`src/rtl/id_scoreboard_if.sv`:
```
// IF/ID -> ID/EX handshake, register-file read and forwarding bus for id_scoreboard.
interface id_scoreboard_if #(
  parameter int XLEN = 32,
  parameter int NFWD = 2
);
  logic                 in_valid;
  logic [31:0]          in_inst;
  logic                 in_ready;
  logic                 flush;
  logic [4:0]           raddr1;
  logic [4:0]           raddr2;
  logic [XLEN-1:0]      rdata1;
  logic [XLEN-1:0]      rdata2;
  logic [NFWD-1:0]      fw_we;
  logic [5*NFWD-1:0]    fw_addr;
  logic [XLEN*NFWD-1:0] fw_data;
  logic                 out_valid;
  logic                 out_ready;
  logic [2:0]           out_class;
  logic [2:0]           out_funct3;
  logic [6:0]           out_funct7;
  logic [4:0]           out_rd;
  logic                 out_wreg;
  logic [XLEN-1:0]      out_opa;
  logic [XLEN-1:0]      out_opb;
  logic [XLEN-1:0]      out_storedata;

  modport slave (
    input  in_valid, in_inst, flush, rdata1, rdata2, fw_we, fw_addr, fw_data, out_ready,
    output in_ready, raddr1, raddr2, out_valid, out_class, out_funct3, out_funct7,
           out_rd, out_wreg, out_opa, out_opb, out_storedata
  );
  modport master (
    output in_valid, in_inst, flush, rdata1, rdata2, fw_we, fw_addr, fw_data, out_ready,
    input  in_ready, raddr1, raddr2, out_valid, out_class, out_funct3, out_funct7,
           out_rd, out_wreg, out_opa, out_opb, out_storedata
  );
endinterface

```
`src/rtl/id_scoreboard.sv`:
```
// RV32 decode stage with operand forwarding and a per-register load-latency scoreboard
// that stalls load-use dependents until the load result reaches a forwarding source.
module id_scoreboard #(
  parameter int XLEN     = 32,
  parameter int NFWD     = 2,
  parameter int LOAD_LAT = 2
) (
  input logic           clk,
  input logic           rst,
  id_scoreboard_if.slave sb
);
  localparam logic [2:0] C_NOP = 3'd0, C_ALUI = 3'd1, C_ALUR = 3'd2, C_LOAD = 3'd3, C_STORE = 3'd4;
  localparam int         CW    = (LOAD_LAT < 1) ? 1 : $clog2(LOAD_LAT + 1);
  localparam logic [CW-1:0] LAT = CW'(LOAD_LAT);

  logic [4:0]      w_rs1, w_rs2, w_rd;
  logic [2:0]      w_class;
  logic [XLEN-1:0] w_imm_i, w_imm_s, w_src1, w_src2;
  logic [XLEN-1:0] w_opa, w_opb, w_sd;
  logic            w_wreg, w_use1, w_use2, w_hazard, w_issue, w_ld;

  logic [CW-1:0]   r_cnt [32];
  logic            r_valid, r_wreg;
  logic [2:0]      r_class, r_funct3;
  logic [6:0]      r_funct7;
  logic [4:0]      r_rd;
  logic [XLEN-1:0] r_opa, r_opb, r_sd;

  assign w_rs1 = sb.in_inst[19:15];
  assign w_rs2 = sb.in_inst[24:20];
  assign w_rd  = sb.in_inst[11:7];
  assign sb.raddr1 = w_rs1;
  assign sb.raddr2 = w_rs2;

  assign w_imm_i = {{(XLEN-12){sb.in_inst[31]}}, sb.in_inst[31:20]};
  assign w_imm_s = {{(XLEN-12){sb.in_inst[31]}}, sb.in_inst[31:25], sb.in_inst[11:7]};

  always_comb begin
    case (sb.in_inst[6:0])
      7'b0010011: w_class = C_ALUI;
      7'b0110011: w_class = C_ALUR;
      7'b0000011: w_class = C_LOAD;
      7'b0100011: w_class = C_STORE;
      default:    w_class = C_NOP;
    endcase
  end

  // Walk sources oldest to youngest so the lowest index ends up winning.
  always_comb begin
    w_src1 = sb.rdata1;
    w_src2 = sb.rdata2;
    for (int k = NFWD - 1; k >= 0; k--) begin
      if (sb.fw_we[k] && sb.fw_addr[5*k +: 5] == w_rs1) w_src1 = sb.fw_data[XLEN*k +: XLEN];
      if (sb.fw_we[k] && sb.fw_addr[5*k +: 5] == w_rs2) w_src2 = sb.fw_data[XLEN*k +: XLEN];
    end
    if (w_rs1 == 5'd0) w_src1 = '0;
    if (w_rs2 == 5'd0) w_src2 = '0;
  end

  always_comb begin
    w_opa = '0;
    w_opb = '0;
    w_sd  = '0;
    case (w_class)
      C_ALUI, C_LOAD: begin w_opa = w_src1; w_opb = w_imm_i; end
      C_ALUR:         begin w_opa = w_src1; w_opb = w_src2;  end
      C_STORE:        begin w_opa = w_src1; w_opb = w_imm_s; w_sd = w_src2; end
      default:        ;
    endcase
  end

  assign w_wreg   = (w_class == C_ALUI || w_class == C_ALUR || w_class == C_LOAD) && w_rd != 5'd0;
  assign w_use1   = w_class != C_NOP;
  assign w_use2   = w_class == C_ALUR || w_class == C_STORE;
  assign w_hazard = sb.in_valid &&
                    ((w_use1 && w_rs1 != 5'd0 && r_cnt[w_rs1] != '0) ||
                     (w_use2 && w_rs2 != 5'd0 && r_cnt[w_rs2] != '0));
  assign sb.in_ready = !rst && !w_hazard && (!r_valid || sb.out_ready) && !sb.flush;
  assign w_issue  = sb.in_valid && sb.in_ready;
  assign w_ld     = w_issue && w_class == C_LOAD && w_rd != 5'd0;

  // Flush leaves the counters alone: a flushed load is still in flight in EX/MEM.
  always_ff @(posedge clk) begin
    for (int r = 0; r < 32; r++) begin
      if (rst || r == 0)               r_cnt[r] <= '0;
      else if (w_ld && w_rd == 5'(r))  r_cnt[r] <= LAT;
      else if (r_cnt[r] != '0)         r_cnt[r] <= r_cnt[r] - 1'b1;
    end
  end

  always_ff @(posedge clk) begin
    if (rst) begin
      r_valid  <= 1'b0;
      r_class  <= C_NOP;
      r_funct3 <= '0;
      r_funct7 <= '0;
      r_rd     <= '0;
      r_wreg   <= 1'b0;
      r_opa    <= '0;
      r_opb    <= '0;
      r_sd     <= '0;
    end else if (sb.flush) begin
      r_valid  <= 1'b0;
    end else if (w_issue) begin
      r_valid  <= 1'b1;
      r_class  <= w_class;
      r_funct3 <= sb.in_inst[14:12];
      r_funct7 <= sb.in_inst[31:25];
      r_rd     <= w_rd;
      r_wreg   <= w_wreg;
      r_opa    <= w_opa;
      r_opb    <= w_opb;
      r_sd     <= w_sd;
    end else if (sb.out_ready) begin
      r_valid  <= 1'b0;
    end
  end

  assign sb.out_valid     = r_valid;
  assign sb.out_class     = r_class;
  assign sb.out_funct3    = r_funct3;
  assign sb.out_funct7    = r_funct7;
  assign sb.out_rd        = r_rd;
  assign sb.out_wreg      = r_wreg;
  assign sb.out_opa       = r_opa;
  assign sb.out_opb       = r_opb;
  assign sb.out_storedata = r_sd;
endmodule

```
`src/flat_wrapper.sv`:
```
// flat-port wrapper written by rule: the top's interface ports become plain ports
module id_scoreboard_flat 
#(
  parameter int XLEN     = 32,
  parameter int NFWD     = 2,
  parameter int LOAD_LAT = 2
)
  (clk, rst, sb_in_valid, sb_in_inst, sb_flush, sb_rdata1, sb_rdata2, sb_fw_we, sb_fw_addr, sb_fw_data, sb_out_ready, sb_in_ready, sb_raddr1, sb_raddr2, sb_out_valid, sb_out_class, sb_out_funct3, sb_out_funct7, sb_out_rd, sb_out_wreg, sb_out_opa, sb_out_opb, sb_out_storedata);
  id_scoreboard_if #(.XLEN(XLEN), .NFWD(NFWD)) sb_i ();
  input logic clk;
  input logic rst;
  input wire logic [$bits(sb_i.in_valid)-1:0] sb_in_valid;
  input wire logic [$bits(sb_i.in_inst)-1:0] sb_in_inst;
  input wire logic [$bits(sb_i.flush)-1:0] sb_flush;
  input wire logic [$bits(sb_i.rdata1)-1:0] sb_rdata1;
  input wire logic [$bits(sb_i.rdata2)-1:0] sb_rdata2;
  input wire logic [$bits(sb_i.fw_we)-1:0] sb_fw_we;
  input wire logic [$bits(sb_i.fw_addr)-1:0] sb_fw_addr;
  input wire logic [$bits(sb_i.fw_data)-1:0] sb_fw_data;
  input wire logic [$bits(sb_i.out_ready)-1:0] sb_out_ready;
  output wire logic [$bits(sb_i.in_ready)-1:0] sb_in_ready;
  output wire logic [$bits(sb_i.raddr1)-1:0] sb_raddr1;
  output wire logic [$bits(sb_i.raddr2)-1:0] sb_raddr2;
  output wire logic [$bits(sb_i.out_valid)-1:0] sb_out_valid;
  output wire logic [$bits(sb_i.out_class)-1:0] sb_out_class;
  output wire logic [$bits(sb_i.out_funct3)-1:0] sb_out_funct3;
  output wire logic [$bits(sb_i.out_funct7)-1:0] sb_out_funct7;
  output wire logic [$bits(sb_i.out_rd)-1:0] sb_out_rd;
  output wire logic [$bits(sb_i.out_wreg)-1:0] sb_out_wreg;
  output wire logic [$bits(sb_i.out_opa)-1:0] sb_out_opa;
  output wire logic [$bits(sb_i.out_opb)-1:0] sb_out_opb;
  output wire logic [$bits(sb_i.out_storedata)-1:0] sb_out_storedata;
  assign sb_i.in_valid = sb_in_valid;
  assign sb_i.in_inst = sb_in_inst;
  assign sb_i.flush = sb_flush;
  assign sb_i.rdata1 = sb_rdata1;
  assign sb_i.rdata2 = sb_rdata2;
  assign sb_i.fw_we = sb_fw_we;
  assign sb_i.fw_addr = sb_fw_addr;
  assign sb_i.fw_data = sb_fw_data;
  assign sb_i.out_ready = sb_out_ready;
  assign sb_in_ready = sb_i.in_ready;
  assign sb_raddr1 = sb_i.raddr1;
  assign sb_raddr2 = sb_i.raddr2;
  assign sb_out_valid = sb_i.out_valid;
  assign sb_out_class = sb_i.out_class;
  assign sb_out_funct3 = sb_i.out_funct3;
  assign sb_out_funct7 = sb_i.out_funct7;
  assign sb_out_rd = sb_i.out_rd;
  assign sb_out_wreg = sb_i.out_wreg;
  assign sb_out_opa = sb_i.out_opa;
  assign sb_out_opb = sb_i.out_opb;
  assign sb_out_storedata = sb_i.out_storedata;
  id_scoreboard #(.XLEN(XLEN), .NFWD(NFWD), .LOAD_LAT(LOAD_LAT)) u_core (.clk(clk), .rst(rst), .sb(sb_i));
endmodule
```
`config.mk`:
```
export PLATFORM = sky130hd
export DESIGN_NAME = id_scoreboard_flat
export DESIGN_NICKNAME = d
export VERILOG_FILES = /design/src/rtl/id_scoreboard_if.sv /design/src/rtl/id_scoreboard.sv /design/src/flat_wrapper.sv
export SDC_FILE = /design/constraint.sdc
export NUM_CORES = 1
export LEC_CHECK = 0
export BUFFER_PORTS_ARGS = -buffer_cell sky130_fd_sc_hd__buf_2
export CAP_MARGIN = 30
export CORE_UTILIZATION = 45
export DETAILED_ROUTE_END_ITERATION = 8
export GPL_TIMING_DRIVEN = 0
export PLACE_DENSITY = 0.77
export REMOVE_ABC_BUFFERS = 1
export SLEW_MARGIN = 0
export SYNTH_ARGS = -nofsm -noshare
export SYNTH_HDL_FRONTEND = slang
export SYNTH_SLANG_ARGS = --single-unit
```
`constraint.sdc`:
```
create_clock -name clk -period 5.3 [get_ports clk]
set_input_delay 0 -clock clk [delete_from_list [all_inputs] [get_ports clk]]
set_output_delay 0 -clock clk [all_outputs]
set_load 0.005 [all_outputs]
```
==> metrics.txt <==
vias in the first global route=11000; Compound-Gate Fraction of Synth Area=19.3%; CTS tree=done; worst path bufs/invs=1; final setup margin=1.59 ns; Die Y=160 um; status=finished clean; Slowest-stage cell, CP=nand3_4; dpl hpwl=25.6 mm; Final Total Pwr=4.43 mW; Post-CTS Resized=0; Port Buffers=303; crit-path cells=nor3_1, a211oi_1, or4_1, o22ai_2, or3_1, nand3_4, a211oi_1, dlygate4sd3_1; Synth cell types=68; Post-Syn Area per Cell=8.93 sq um; worst slew pin tran=0.981 ns; post-CTS setup buffer count=0; Via density=5.95; DP Worst Slack=1.72 ns; top cell family by delay on the critical path=simple AND/OR/NAND/NOR gates; Core Box Area=24300 sq um; Yosys top cell by area=dfxtp_1; Area contributors post-synth=dfxtp_1, edfxtp_1, mux2i_1; final WL=38.0 mm; Fin. Hold Viols=0; setup TNS=0 ns; Longest Clk Path Bufs=2; Synth Register Bits=178; Initial Utilization=45.9%; Num CTS Buffers=17; row count=57; Design Area, Final=14100 sq um; XOR/XNOR Fraction of Synth Area=1.65%; post-synthesis async set-or-reset flop share=0%; I/O pin cnt=304; CP max FO=38; DP Area=12900 sq um; synthesized area=11200 sq um; Crit path largest cell delay=0.60 ns; 1st-iter DRT viols=1031; TritonRoute pass-1 iters=9; layout cells sized above 1=25.4%; final setup fails=0; die area=25400 sq um; Setup Skew=0.0227 ns; Hold WC Path Type=primary input to register; hold_ws=0.00815 ns; Arr. time, crit path=4.09 ns; GRT Overall Usage=29.0%; largest family of logic cells by synthesized area=compound AO/OA/AOI/OAI gates; CTS Hold Buffers Added=66; dpl cells=1782; grt ovf=0; Layout area overhead=26.7%; VDD IR max=0.236 mV; remaining antenna violation count=0; clock sinks=178; largest net degree at the start of global routing=84; width of the die=160 um; Slew Limit Fails=0; Max Cap Viol=0; Critical Path RT=5.68 ns; post-route minimum period=3.71 ns; CTS clk-pin slew, worst paths=0.09 ns; period utilization=69.9%; CP dominant cell by count=a211oi_1; kind of critical path=register to register; Final Core Density=58.2%; global-route wire length before repair=58.5 mm; P_leak=6.03 nW; Clock Latency Late Sink=0.45 ns; f_max=270 MHz; GP Congestion=0.893; number of synthesized flops with an enable pin=62; post-synthesis mux area share=13.7%; DRC Markers=0; RSZ-0062 raised after global routing=false; via count=11200; Most used DFF post-synth=dfxtp_1; YS warnings=0; Cell Count, Final, Fillers Out=1887; Slew HR=34.2%; CP startpoint kind=register; Routed WL per cell=20.1 um; Cells after Synth=1250; Seq/Total Area, Yosys=37.5%; Critical Path End Type=register; top-count cell post-synth=nand2_1; commonest cells in the netlist=nand2_1, mux2i_1, dfxtp_1; CTS H-Tree Depth=4; Synth Area in Adders=3.47%; initial antenna violation count=7; root buffer cell=clkbuf_16; Post-Synth Simple-Gate Area=15.6%; pwr/cell area=313 nW/um^2; nets=1751; Synth top area share=20.8%
-- flip-flops by register name, summed over array words and instances, names as in the netlist --
register and cells:
u_core.sb.out_funct3 3, u_core.sb.out_opb 32, u_core.sb.out_funct7 7, u_core.sb.out_rd 5
u_core.sb.out_wreg 1, u_core.sb.out_class 3, u_core.r_cnt 62, u_core.sb.out_storedata 32
u_core.sb.out_valid 1, u_core.sb.out_opa 32
-- path summary, 6_finish.rpt --
check / start / endpoint / slack (ns) / cells past startpoint
setup reg to reg: u_core.r_cnt[20][0] / u_core.sb.out_valid / 1.59 / 8
hold reg to reg: u_core.sb.out_storedata[11] / u_core.sb.out_storedata[11] / 0.46 / 2
setup / recovery: u_core.r_cnt[20][0] / u_core.sb.out_valid / 1.59 / 8
hold / removal: sb_rdata1[17] / u_core.sb.out_opa[17] / 0.008 / 5
-- worst min-delay path, stage by stage --
cell and delay, ns:
buf_2 0.08, mux2i_1 0.06, nand2_1 0.07, o211ai_1 0.08, mux2i_1 0.13
-- per-layer routing --
layer / vias up / wire length [um] / part of all wire, % / track usage, %
met2: 644 / 18400 / 48 / 48.8
li1: 5125 / - / - / -
met3: 129 / 3600 / 9.5 / 7.40
met4: 0 / 1580 / 4.2 / 14.3
met1: 5325 / 14400 / 38 / 34.3
met5: - / 0 / 0 / 0
-- area by class of cell --
cell class                 instances  area (sq um)
tap                              324           405
sequential                       178          4180
multi-input combinational        858          6070
clock inverter                    14           165
clock buffer                      18           439
inverter                         101           382
timing repair buffer             387          2480
fill                            2083         10200
antenna                            7          17.5
-- layout by cell type (no fill, tap or decap), types with 5 or more instances in the layout --
cell,synthesis,final
a2111oi_0,5,5
a211oi_1,14,13
a21oi_1,40,40
a221oi_2,20,20
a311o_1,8,8
a31oi_1,11,11
buf_16,0,5
buf_2,21,304
buf_4,18,5
clkbuf_16,0,17
dfxtp_1,116,116
diode_2,0,7
dlygate4sd3_1,0,66
edfxtp_1,62,62
ha_1,31,31
inv_1,99,99
mux2_1,15,15
mux2i_1,136,136
nand2_1,191,191
nand3_1,13,10
nor2_1,56,54
nor2b_1,15,15
nor3_1,54,54
nor3b_1,6,6
nor4_1,15,14
o211ai_1,60,60
o21a_1,16,16
o21ai_0,22,22
o311ai_0,8,8
o32ai_1,32,32
xor2_1,17,17
-- power by group --
| part | leakage (nW) | internal, mW | total [mW] | switching, mW |
|---|---|---|---|---|
| Combinational | 4.12 | 0.537 | 1.24 | 0.704 |
| Sequential | 1.62 | 1.73 | 1.90 | 0.163 |
| Clock | 0.296 | 0.651 | 1.29 | 0.641 |
| Total | 6.03 | 2.92 | 4.43 | 1.51 |
-- kinds of logic (layout without fill, tap and decap cells) --
kind of cell	count (synthesis)	after routing
and+or+nand+nor	384	384
muxes	151	151
xor gates and xnor gates	21	21
buffers and inverters	214	520
DFF	178	178
adders and majority gates	31	31
other	0	7
AOI/OAI and AO/OA	271	271
Power figures use the tool's default switching activity.
